<file path="src/rtl/alu_packet_engine_if.sv">
// Byte-stream bus of the ALU packet engine: UART receive side in,
// UART transmit side out, plus the reject pulse.
// master = the surrounding system, slave = the engine.
interface alu_packet_engine_if;
    logic [7:0] rx_data_i;
    logic       rx_valid_i;
    logic       rx_ready_o;
    logic [7:0] tx_data_o;
    logic       tx_valid_o;
    logic       tx_ready_i;
    logic       err_o;

    modport master (
        output rx_data_i, rx_valid_i, tx_ready_i,
        input  rx_ready_o, tx_data_o, tx_valid_o, err_o
    );

    modport slave (
        input  rx_data_i, rx_valid_i, tx_ready_i,
        output rx_ready_o, tx_data_o, tx_valid_o, err_o
    );
endinterface

</file>
<file path="src/rtl/alu_packet_engine.sv">
// ALU packet engine: parses opcode/reserved/length-LSB/length-MSB headers
// from a UART byte stream and then either echoes the payload, or folds
// the payload's 32-bit little-endian operands with add (or multiply) and
// returns the 32-bit result LSB first. Bad packets pulse err_o.
// Optional feature macro: ALU_MUL_EN -- when defined, opcode 0xA7
// multiplies; when undefined, 0xA7 is an unknown opcode and no multiplier
// is built.
module alu_packet_engine #(
    parameter int LEN_W = 16
) (
    input  logic                clk_i,
    input  logic                rst_i,
    alu_packet_engine_if.slave  bus
);

    localparam logic [7:0] OP_ECHO = 8'hEC;
    localparam logic [7:0] OP_ADD  = 8'hAD;
`ifdef ALU_MUL_EN
    localparam logic [7:0] OP_MUL  = 8'hA7;
`endif

    typedef enum logic [2:0] {
        S_IDLE, S_RSV, S_LEN_L, S_LEN_H, S_ECHO, S_OPND, S_RESULT, S_DRAIN
    } state_t;

    state_t           state_q;
    logic [7:0]       op_q;
    logic [7:0]       len_lo_q;
    logic [LEN_W-1:0] cnt_q;        // payload bytes still to be received
    logic [23:0]      opnd_q;       // first three bytes of the operand in flight
    logic             first_q;      // next completed operand loads the accumulator
`ifdef ALU_MUL_EN
    logic             is_mul_q;
`endif
    logic [31:0]      acc_q;
    logic [1:0]       res_idx_q;    // index of the result byte on tx_data_o
    logic [7:0]       tx_data_q;
    logic             tx_valid_q;
    logic             err_q;

    logic [15:0]      len_raw_s;
    logic [LEN_W-1:0] len_s;
    logic [LEN_W-1:0] pay_s;
    logic [31:0]      operand_s;
    logic [31:0]      acc_next_s;
    logic             is_alu_op_s;
    logic [7:0]       acc_byte_s;
    logic             rx_ready_s;
    logic             rx_fire_s;

    // Header length decode and accumulator next value for the completing operand.
    always_comb begin
        len_raw_s = {bus.rx_data_i, len_lo_q};
        len_s     = LEN_W'(len_raw_s);
        pay_s     = len_s - LEN_W'(4);
        operand_s = {bus.rx_data_i, opnd_q};
`ifdef ALU_MUL_EN
        is_alu_op_s = (op_q == OP_ADD) || (op_q == OP_MUL);
        if (first_q) begin
            acc_next_s = operand_s;
        end else if (is_mul_q) begin
            acc_next_s = acc_q * operand_s;
        end else begin
            acc_next_s = acc_q + operand_s;
        end
`else
        is_alu_op_s = (op_q == OP_ADD);
        if (first_q) begin
            acc_next_s = operand_s;
        end else begin
            acc_next_s = acc_q + operand_s;
        end
`endif
    end

    // Select the accumulator byte that follows the one currently presented.
    always_comb begin
        acc_byte_s = acc_q[7:0];
        case (res_idx_q)
            2'd0:    acc_byte_s = acc_q[15:8];
            2'd1:    acc_byte_s = acc_q[23:16];
            2'd2:    acc_byte_s = acc_q[31:24];
            default: acc_byte_s = acc_q[7:0];
        endcase
    end

    // Receive readiness; in ECHO the single buffer may refill in the cycle it drains.
    always_comb begin
        rx_ready_s = 1'b0;
        if (rst_i) begin
            rx_ready_s = 1'b0;
        end else begin
            case (state_q)
                S_IDLE, S_RSV, S_LEN_L, S_LEN_H: rx_ready_s = 1'b1;
                S_ECHO:   rx_ready_s = (cnt_q != '0) && (!tx_valid_q || bus.tx_ready_i);
                S_OPND:   rx_ready_s = 1'b1;
                S_RESULT: rx_ready_s = 1'b0;
                S_DRAIN:  rx_ready_s = (cnt_q != '0);
                default:  rx_ready_s = 1'b0;
            endcase
        end
    end

    assign rx_fire_s      = bus.rx_valid_i && rx_ready_s;
    assign bus.rx_ready_o = rx_ready_s;
    assign bus.tx_data_o  = tx_data_q;
    assign bus.tx_valid_o = tx_valid_q;
    assign bus.err_o      = err_q;

    // Packet FSM with registered transmit byte, valid and reject pulse.
    always_ff @(posedge clk_i) begin
        if (rst_i) begin
            state_q    <= S_IDLE;
            op_q       <= 8'h00;
            len_lo_q   <= 8'h00;
            cnt_q      <= '0;
            opnd_q     <= 24'h000000;
            first_q    <= 1'b1;
`ifdef ALU_MUL_EN
            is_mul_q   <= 1'b0;
`endif
            acc_q      <= 32'h0000_0000;
            res_idx_q  <= 2'd0;
            tx_data_q  <= 8'h00;
            tx_valid_q <= 1'b0;
            err_q      <= 1'b0;
        end else begin
            err_q <= 1'b0;
            case (state_q)
                S_IDLE: begin
                    if (rx_fire_s) begin
                        op_q    <= bus.rx_data_i;
                        state_q <= S_RSV;
                    end
                end
                S_RSV: begin
                    if (rx_fire_s) begin
                        state_q <= S_LEN_L;
                    end
                end
                S_LEN_L: begin
                    if (rx_fire_s) begin
                        len_lo_q <= bus.rx_data_i;
                        state_q  <= S_LEN_H;
                    end
                end
                S_LEN_H: begin
                    if (rx_fire_s) begin
                        cnt_q   <= pay_s;
                        first_q <= 1'b1;
`ifdef ALU_MUL_EN
                        is_mul_q <= (op_q == OP_MUL);
`endif
                        if (len_s < LEN_W'(4)) begin
                            err_q   <= 1'b1;
                            state_q <= S_IDLE;
                        end else if (op_q == OP_ECHO) begin
                            state_q <= (pay_s == '0) ? S_IDLE : S_ECHO;
                        end else if (is_alu_op_s) begin
                            if ((pay_s == '0) || (pay_s[1:0] != 2'b00)) begin
                                err_q   <= 1'b1;
                                state_q <= S_DRAIN;
                            end else begin
                                state_q <= S_OPND;
                            end
                        end else begin
                            err_q   <= 1'b1;
                            state_q <= S_DRAIN;
                        end
                    end
                end
                S_ECHO: begin
                    if (rx_fire_s) begin
                        tx_data_q  <= bus.rx_data_i;
                        tx_valid_q <= 1'b1;
                        cnt_q      <= cnt_q - LEN_W'(1);
                    end else if (!tx_valid_q || bus.tx_ready_i) begin
                        tx_valid_q <= 1'b0;
                        if (cnt_q == '0) begin
                            state_q <= S_IDLE;
                        end
                    end
                end
                S_OPND: begin
                    if (rx_fire_s) begin
                        opnd_q <= {bus.rx_data_i, opnd_q[23:8]};
                        cnt_q  <= cnt_q - LEN_W'(1);
                        if (cnt_q[1:0] == 2'b01) begin
                            acc_q   <= acc_next_s;
                            first_q <= 1'b0;
                            if (cnt_q == LEN_W'(1)) begin
                                tx_data_q  <= acc_next_s[7:0];
                                tx_valid_q <= 1'b1;
                                res_idx_q  <= 2'd0;
                                state_q    <= S_RESULT;
                            end
                        end
                    end
                end
                S_RESULT: begin
                    if (bus.tx_ready_i) begin
                        if (res_idx_q == 2'd3) begin
                            tx_valid_q <= 1'b0;
                            state_q    <= S_IDLE;
                        end else begin
                            tx_data_q <= acc_byte_s;
                            res_idx_q <= res_idx_q + 2'd1;
                        end
                    end
                end
                S_DRAIN: begin
                    if (cnt_q == '0) begin
                        state_q <= S_IDLE;
                    end else if (rx_fire_s) begin
                        cnt_q <= cnt_q - LEN_W'(1);
                        if (cnt_q == LEN_W'(1)) begin
                            state_q <= S_IDLE;
                        end
                    end
                end
                default: begin
                    state_q    <= S_IDLE;
                    tx_valid_q <= 1'b0;
                end
            endcase
        end
    end

endmodule

</file>
<file path="src/flat_wrapper.sv">
// flat-port wrapper written by rule: the top's interface ports become plain ports
module alu_packet_engine_flat 
#(
    parameter int LEN_W = 16
)
  (clk_i, rst_i, bus_rx_data_i, bus_rx_valid_i, bus_tx_ready_i, bus_rx_ready_o, bus_tx_data_o, bus_tx_valid_o, bus_err_o);
  alu_packet_engine_if bus_i ();
  input  logic clk_i;
  input  logic rst_i;
  input wire logic [$bits(bus_i.rx_data_i)-1:0] bus_rx_data_i;
  input wire logic [$bits(bus_i.rx_valid_i)-1:0] bus_rx_valid_i;
  input wire logic [$bits(bus_i.tx_ready_i)-1:0] bus_tx_ready_i;
  output wire logic [$bits(bus_i.rx_ready_o)-1:0] bus_rx_ready_o;
  output wire logic [$bits(bus_i.tx_data_o)-1:0] bus_tx_data_o;
  output wire logic [$bits(bus_i.tx_valid_o)-1:0] bus_tx_valid_o;
  output wire logic [$bits(bus_i.err_o)-1:0] bus_err_o;
  assign bus_i.rx_data_i = bus_rx_data_i;
  assign bus_i.rx_valid_i = bus_rx_valid_i;
  assign bus_i.tx_ready_i = bus_tx_ready_i;
  assign bus_rx_ready_o = bus_i.rx_ready_o;
  assign bus_tx_data_o = bus_i.tx_data_o;
  assign bus_tx_valid_o = bus_i.tx_valid_o;
  assign bus_err_o = bus_i.err_o;
  alu_packet_engine #(.LEN_W(LEN_W)) u_core (.clk_i(clk_i), .rst_i(rst_i), .bus(bus_i));
endmodule
</file>
<file path="config.mk">
export PLATFORM = sky130hd
export DESIGN_NAME = alu_packet_engine_flat
export DESIGN_NICKNAME = d
export VERILOG_FILES = /design/src/rtl/alu_packet_engine_if.sv /design/src/rtl/alu_packet_engine.sv /design/src/flat_wrapper.sv
export SDC_FILE = /design/constraint.sdc
export NUM_CORES = 1
export LEC_CHECK = 0
export CORE_MARGIN = 3
export CORE_UTILIZATION = 40
export CTS_CLUSTER_SIZE = 14
export DETAILED_ROUTE_END_ITERATION = 12
export GPL_TIMING_DRIVEN = 0
export PLACE_DENSITY = 0.64
export REMOVE_ABC_BUFFERS = 1
export SYNTH_ARGS = -nofsm -noshare
export SYNTH_HDL_FRONTEND = slang
export SYNTH_SLANG_ARGS = --single-unit
</file>
<file path="constraint.sdc">
create_clock -name clk_i -period 8.37 [get_ports clk_i]
set_input_delay 1.674 -clock clk_i [delete_from_list [all_inputs] [get_ports clk_i]]
set_output_delay 1.674 -clock clk_i [all_outputs]
set_load 0.05 [all_outputs]
</file>
## Word level (Yosys, flattened, before mapping)

Index checks and enable logic that the tools add are counted.

| word-level totals | value |
|---|---|
| input port bits | 12 |
| register bits | 104 |
| output and inout port bits | 11 |

| operators by class | value |
|---|---|
| add/sub/neg operators | 4 |
| bitwise gates (word level) | 2 |
| reduce and logical (&&, ||, !) cells | 28 |
| magnitude comparators | 1 |
| equal/unequal tests | 32 |
| muxes and demuxes | 58 |

Operators with widths:

| kind | number |
|---|---|
| $mux 3 | 18 |
| $mux 16 | 3 |
| $mux 8 | 6 |
| $pmux 16 s3 | 1 |
| $pmux 8 s3 | 2 |
| $add 32x32->32 | 1 |
| $logic_not 16->1 | 2 |
| $mux 32 | 1 |
| $pmux 3 s8 | 1 |
| $ne 2x1->1 const B | 11 |
| $eq 16x1->1 const B | 1 |
| $eq 8x8->1 const B | 2 |
| $lt 16x3->1 const B | 1 |
| $reduce_bool 16->1 | 1 |
| $sub 16x1->16 const B | 1 |
| $sub 16x3->16 const B | 1 |
| $mux 1 | 15 |
| $mux 2 | 7 |
| $reduce_and 14->1 | 1 |
| $reduce_and 7->1 | 2 |
| $eq 3x3->1 const B | 4 |
| $ne 3x1->1 const B | 3 |
| $ne 2x2->1 const B | 4 |
| $eq 3x2->1 const B | 2 |
| 23 further kinds | 34 |

## Logic depth before layout (Yosys ltp)

Gate-level depths: netlist of run 1.

| logic depth | value |
|---|---|
| word-level depth | 9 |
| mapped depth | 12 |

## Worst setup path after synthesis of run 1

No wires, ideal clock.

| path | value |
|---|---|
| kind | input -> output |
| start point | input port rst_i |
| end point | output port bus_rx_ready_o |
| stages on the path | 4 |
| data arrival time | 3.021 ns |
| path buffers | 3 |
| slack | 3.675 ns |
| required time | 6.696 ns |
| path through | clkbuf_1 > clkbuf_1 > clkbuf_1 > a21oi_1 |

| between the ends | value |
|---|---|
| cells in the longest elaborated chain, start to end | 1 |

Ends and longest elaborated chain:

| item | line | text |
|---|---|---|
| from (decl) | flat_wrapper.sv:9 | `input logic rst_i;` |
| $mux 1 | alu_packet_engine.sv:90 | `if (rst_i) begin` |
| to (decl) | flat_wrapper.sv:13 | `output wire logic [$bits(bus_i.rx_ready_o)-1:0] bus_rx_ready_o;` |

Every way passes these cells.

## Worst setup path after layout of run 1

| path | value |
|---|---|
| start point | input port bus_tx_ready_i |
| end point | output port bus_rx_ready_o |

| between the ends | value |
|---|---|
| cells in the longest elaborated chain, start to end | 4 |

Ends and longest elaborated chain:

| item | line | text |
|---|---|---|
| from (decl) | flat_wrapper.sv:12 | `input wire logic [$bits(bus_i.tx_ready_i)-1:0] bus_tx_ready_i;` |
| $logic_or 1x1->1 | alu_packet_engine.sv:95 | `S_ECHO: rx_ready_s = (cnt_q != '0) && (!tx_valid_q \|\| bus.tx_ready_i);` |
| $logic_and 1x1->1 | alu_packet_engine.sv:95 |  |
| $pmux 1 s4 | alu_packet_engine.sv:93 | `case (state_q)` |
| $mux 1 | alu_packet_engine.sv:90 |  |

Every way passes these cells.

==> metrics.md, run 1 <==
| Metric | Value |
|---|---|
| Worst slew margin | `21.5%` |
| Number of global-route vias before repair | `6,388` |
| Arrival @ worst endpoint | `3.59 ns` |
| Final HPWL DP | `13.8 mm` |
| Postcts setup bufs | `0` |
| Crit path launch type | `input pin` |
| WL/cell | `17.4 um` |
| Main synth FF type | `dfxtp_1` |
| Starting Density | `40.9%` |
| Syn Inst Count | `965` |
| Setup Viol. Count Final | `0` |
| CTS Root Cell | `clkbuf_16` |
| Async S/R FF share, synth | `0%` |
| Dpl cells | `1,148` |
| Clock Latency Late Sink | `0.37 ns` |
| Hold Buf Count CTS | `0` |
| Yosys reg bits | `104` |
| DIE HEIGHT | `139 um` |
| Hold Path Class | `flip-flop to flip-flop` |
| Gr usage total | `20.9%` |
| Clock Skew | `0.0142 ns` |
| Max-Cap Viols | `0` |
| Most common cell after layout, fill and taps aside | `nand2_1` |
| Critical path type | `input pin to primary output` |
| Largest net degree at the start of global routing | `81` |
| CTS tree | `built` |
| Leakage | `2.88 nW` |
| Post-synth EDFFs | `0` |
| Die W | `139 um` |
| Initial antenna violation count | `0` |
| Ys Warns | `0` |
| Vias | `6,919` |
| Core area | `17,400 sq um` |
| Fmax | `0.190 GHz` |
| Worst vdd ir | `78.6 uV` |
| TNS Setup | `0 ns` |
| Most frequent cells in the layout | `129 x nand2_1, 108 x nor2_1, 103 x dfxtp_1, 98 x a21oi_1, 76 x o21ai_0` |
| Gpl congestion | `0.932` |
| Worst slew pin tran | `1.18 ns` |
| Max-slew violations | `0` |
| CTS buffer count | `9` |
| Post_cts resized | `0` |
| I/O Buffers | `22` |
| Ports | `23` |
| CTS max path bufs | `2` |
| Global-route wire length before repair | `33.7 mm` |
| Crit path time final | `5.27 ns` |
| Crit share post-route | `62.9%` |
| Register area share after synthesis | `29.3%` |
| Mean Syn Cell Area | `7.36 sq um` |
| CTS Sinks | `104` |
| Routed wire length | `20.2 mm` |
| DRT antenna net count | `0` |
| Unrepaired setup endpoints after global routing | `false` |
| DR iter-0 viols | `508` |
| Share of layout cells above drive strength 1 | `4.37%` |
| Critical path endpoint category | `primary output` |
| Drt pass-1 iters | `5` |
| Htree depth | `3` |
| Grt ovf | `0` |
| Drt via density | `5.94` |
| WP data required | `6.70 ns` |
| Post-layout nets | `986` |
| Final hold violation count | `0` |
| Final std cells w/o fill | `1,164` |
| Site Rows | `48` |
| Synthesized area | `7100 sq um` |
| Die area | `19,400 sq um` |
| Total Power | `0.00103 W` |
| Post-synthesis cell type count | `73` |
| Clk slew on worst S/H paths | `0.07 ns` |
| Slack of the critical path | `3.10 ns` |
| Pwr dens | `134 nW/um^2` |
| DR DRC count | `0` |
| N_diodes | `0` |
| Pre-CTS WS | `3.04 ns` |
| Crit Path Max Fanout | `5` |
| Status | `finished clean` |
| Area Overhead vs Synth | `8.44%` |
worst paths after layout:
kind	startpoint	end	slack (ns)	cells after the start
worst min-delay path	u_core.bus.tx_data_o[6]	u_core.bus.tx_data_o[6]	0.48	2
worst max-delay path	bus_tx_ready_i	bus_rx_ready_o	3.10	5
worst min register to register	u_core.bus.tx_data_o[6]	u_core.bus.tx_data_o[6]	0.48	2
worst max register to register	u_core.state_q[0]	u_core.acc_q[30]	3.85	7
metal layers:
metal	vias to the layer above	track usage, %	wire, um
met1	3279	30.1	10100
met4	0	7.36	510
li1	3433	-	-
met2	178	32.8	8790
met3	29	1.86	849
met5	-	0	0
cells in the mapped netlist, types with 2 or more instances:
| cell | n | area (sq um) |
|---|---|---|
| a21oi_1 | 99 | 495 |
| or2_2 | 3 | 18.8 |
| nand4_1 | 9 | 56.3 |
| nor3b_1 | 3 | 22.5 |
| a221oi_1 | 2 | 17.5 |
| nand3_1 | 26 | 130 |
| buf_1 | 5 | 18.8 |
| xor2_1 | 11 | 96.3 |
| o21bai_1 | 6 | 45.0 |
| clkbuf_1 | 57 | 214 |
| a21o_1 | 11 | 82.6 |
| ha_1 | 39 | 488 |
| a311oi_1 | 5 | 43.8 |
| xnor2_1 | 21 | 184 |
| nor2b_1 | 10 | 62.6 |
| nor2_1 | 108 | 405 |
| a21boi_0 | 2 | 15.0 |
| and2_1 | 4 | 25.0 |
| o31ai_1 | 4 | 30.0 |
| nor4b_1 | 4 | 35.0 |
| dfxtp_1 | 104 | 2080 |
| or3_1 | 4 | 25.0 |
| buf_2 | 4 | 20.0 |
| a222oi_1 | 8 | 80.1 |
| a211o_1 | 2 | 17.5 |
| nor3_1 | 18 | 90.1 |
| a211oi_1 | 27 | 203 |
| or4_1 | 2 | 15.0 |
| a31o_2 | 3 | 26.3 |
| a2bb2oi_1 | 2 | 17.5 |
| a41oi_1 | 2 | 17.5 |
| o21ai_0 | 76 | 380 |
| o211ai_1 | 7 | 52.6 |
| o311ai_1 | 2 | 17.5 |
| o21a_1 | 6 | 45.0 |
| mux2i_1 | 23 | 230 |
| nor4_1 | 11 | 68.8 |
| a22oi_1 | 4 | 30.0 |
| and3_1 | 6 | 37.5 |
| o22ai_1 | 14 | 87.6 |
| nand2_1 | 129 | 484 |
| nand2b_1 | 4 | 25.0 |
| inv_1 | 30 | 113 |
| a2111oi_0 | 4 | 35.0 |
| a31oi_1 | 16 | 100 |
logic make-up after synthesis:
group	synth area share, %
adder cells (fa/ha/maj)	7.15
AO/OA/AOI/OAI	28.2
AND/OR/NAND/NOR	22.9
buffers and inverters	5.14
multiplexers	3.40
XOR/XNOR	3.95
flip-flops	29.3
sequential cells by signal (all words and copies together), names as in the netlist, 2 cells and up:
signal,count
u_core.acc_q,32
u_core.opnd_q,24
u_core.cnt_q,16
u_core.bus.tx_data_o,8
u_core.len_lo_q,8
u_core.op_q,8
u_core.state_q,3
u_core.res_idx_q,2
power breakdown:
part           total (W)  internal (W)  leakage [nW]  switching, W
logic          0.0000797     0.0000286          1.89     0.0000511
registers       0.000507      0.000498         0.838    0.00000907
clock network   0.000446      0.000236         0.151      0.000210
total            0.00103      0.000763          2.88      0.000270
through the flow:
step                cell area (sq um)  util (%)  hold WS, ns
floorplan                        6850         -        0.433
global placement                 7350      42.4        0.453
detailed placement               7400      42.6        0.462
CTS                              7700      44.4        0.477
global route                     7700      44.4        0.498
finish                           7700      44.4        0.478
cell type report:
type	instances	area, sq um
repair buffers	24	260
clock buffers	9	225
inverters	30	113
flip-flops and latches	104	2080
fillers	1755	9660
multi-input cells	765	4660
well taps	225	282
clock inverters	7	78.8
critical path, cell delays in order:
cell and delay [ns]:
clkdlybuf4s50_1 0.50, nor2b_1 0.12, or3_1 0.34, a21oi_1 0.15, clkdlybuf4s50_1 0.81
(Power assumes the default switching activity.)
==> run 2: changes to the inputs <==
Clock period 8.37 ns to 5.3 ns, I/O delays scaled along.
==> results of run 2 <==
Same layout as run 1 (identical final DEF). Status: finished clean.
Main changes from that run: setup slack after placement 3.04 ns -> 0.584 ns; clock-pin slew on the worst setup and hold paths 0.07 ns -> 0.08 ns; setup slack after layout 3.10 ns -> 0.778 ns; start point of the critical path bus_tx_ready_i -> u_core.state_q[0]; end point of the critical path bus_rx_ready_o -> u_core.acc_q[30]; register-to-register setup slack 3.85 ns -> 0.78 ns; total power 0.00103 W -> 0.00163 W; worst IR drop on VDD 78.6 uV -> 124 uV
==> RTL edit (settings of run 2) <==
`LEN_W` is set to 16 in 2 places; all go to 8.
--- a/src/rtl/alu_packet_engine.sv
+++ b/src/rtl/alu_packet_engine.sv
@@ -6,7 +6,7 @@
 // multiplies; when undefined, 0xA7 is an unknown opcode and no multiplier
 // is built.
 module alu_packet_engine #(
-    parameter int LEN_W = 16
+    parameter int LEN_W = 8
 ) (
     input  logic                clk_i,
     input  logic                rst_i,
--- a/src/flat_wrapper.sv
+++ b/src/flat_wrapper.sv
@@ -1,7 +1,7 @@
 // flat-port wrapper written by rule: the top's interface ports become plain ports
 module alu_packet_engine_flat 
 #(
-    parameter int LEN_W = 16
+    parameter int LEN_W = 8
 )
   (clk_i, rst_i, bus_rx_data_i, bus_rx_valid_i, bus_tx_ready_i, bus_rx_ready_o, bus_tx_data_o, bus_tx_valid_o, bus_err_o);
   alu_packet_engine_if bus_i ();
Behaviour: not the same (Yosys sat finds a counterexample within 10 cycles, from zero or initial values and one cycle with rst_i high).
==> RTL edit against run 2 <==
Combinational power rose by 87%; setup slack got worse by 0.074 ns; non-clock buffer count is 1 higher; count of clock-buffer cells in the layout up 1; power rose by 0.80%; design area decreased by 10%; wire length is 11% lower; area after synthesis fell by 11%; sequential cell count shrank 8; critical path type is now in2reg; critical endpoint is now u_core.acc_q[27]$_SDFFE_PP0P_.
==> RTL edit: results (changes against run 2) <==
status completed; Leak 2.57 nW (-11%); Gate Count Post-Synth 848 (-12%); biggest regs u_core.acc_q x32, u_core.opnd_q x24; total global-route track usage 0.204 (-0.00450); post-synthesis mux area share 0.0259 (-0.00809); Synth Area in XOR/XNOR 0.0443 (+0.00485); GR Util met2 0.317 (-0.0111); met3 wire len 982 um (+16%); min Tclk post-route 4.60 ns (+0.0744 ns); CP Launch Point rst_i; Compound-Gate Fraction of Synth Area 0.276 (-0.00595); hold_sp u_core.acc_q[21]$_SDFFE_PP0P_; Power Internal 1.15 mW (-4.6%); DRT met1 WL 8740 um (-13%); Vias/cell 5.83 (-2.0%); Slew HR 0.164 (-0.0509); worst r2r src u_core.state_q[2]$_SDFFE_PP0P_; most frequent cells after synthesis nand2_1 (132), dfxtp_1 (96), a21oi_1 (93), nor2_1 (74), o21ai_0 (74); hold endpoint u_core.acc_q[21]$_SDFFE_PP0P_; pre-CTS setup slack 0.431 ns (-0.153 ns); VDD IR max 0.164 mV (+32%); DP Area 0.00665 mm2 (-10%); fill count 1596 (-9.1%); first-pass GRT wire length 29100 um (-14%); met1 Usage GRT 0.291 (-0.00972); post-synthesis sequential area ratio 0.304 (+0.0107); max incr delay on CP 1.19 ns (+0.27 ns); Final GP Congestion 0.902 (-3.1%); pin count of the biggest net entering global routing 76 (-6.2%); fin cells 1045 (-10%); met3 Use GR 0.0393 (+0.0208); CP Capture Point u_core.acc_q[27]$_SDFFE_PP0P_; DP Wirelength 12400 um (-9.9%); worst-path fanout max 75 (+180%); final core occ 0.453 (+0.00908); drt wl/cell 17.3 um (-0.47%); clk_skew 0.0163 ns (+0.00203 ns); met2 WL post-DR 7970 um (-9.3%); adder-cell share of the synthesized area 0.0803 (+0.00879)
-- RTL edit: changes by cell type in the layout (fill, tap and decap cells not counted), sizes merged, moves of 6 or more --
cell and delta:
dfxtp -8, o211ai +6, nor4 -8, nor2 -33, o22ai -7, o21a -6, a211oi -18, mux2i -10
-- RTL edit: power by group through the flow --
stage / Sequential [mW] / Clock [mW] / Combinational (mW)
2_1_floorplan: 0.794 / 0 / 0.142
3_3_place_gp: 0.787 / 0 / 0.230
3_5_place_dp: 0.788 / 0 / 0.234
4_1_cts: 0.771 / 0.646 / 0.235
5_1_grt: 0.776 / 0.675 / 0.257
6_report: 0.772 / 0.636 / 0.236
-- RTL edit: area by class of cell --
| class | count | share of cell area |
|---|---|---|
| clock buffer | 10 | 0.0330 |
| clock inverter | 6 | 0.00758 |
| inverter | 26 | 0.0141 |
| multi-input combinational | 671 | 0.589 |
| sequential | 96 | 0.277 |
| tap | 211 | 0.0381 |
| timing repair buffer | 25 | 0.0404 |
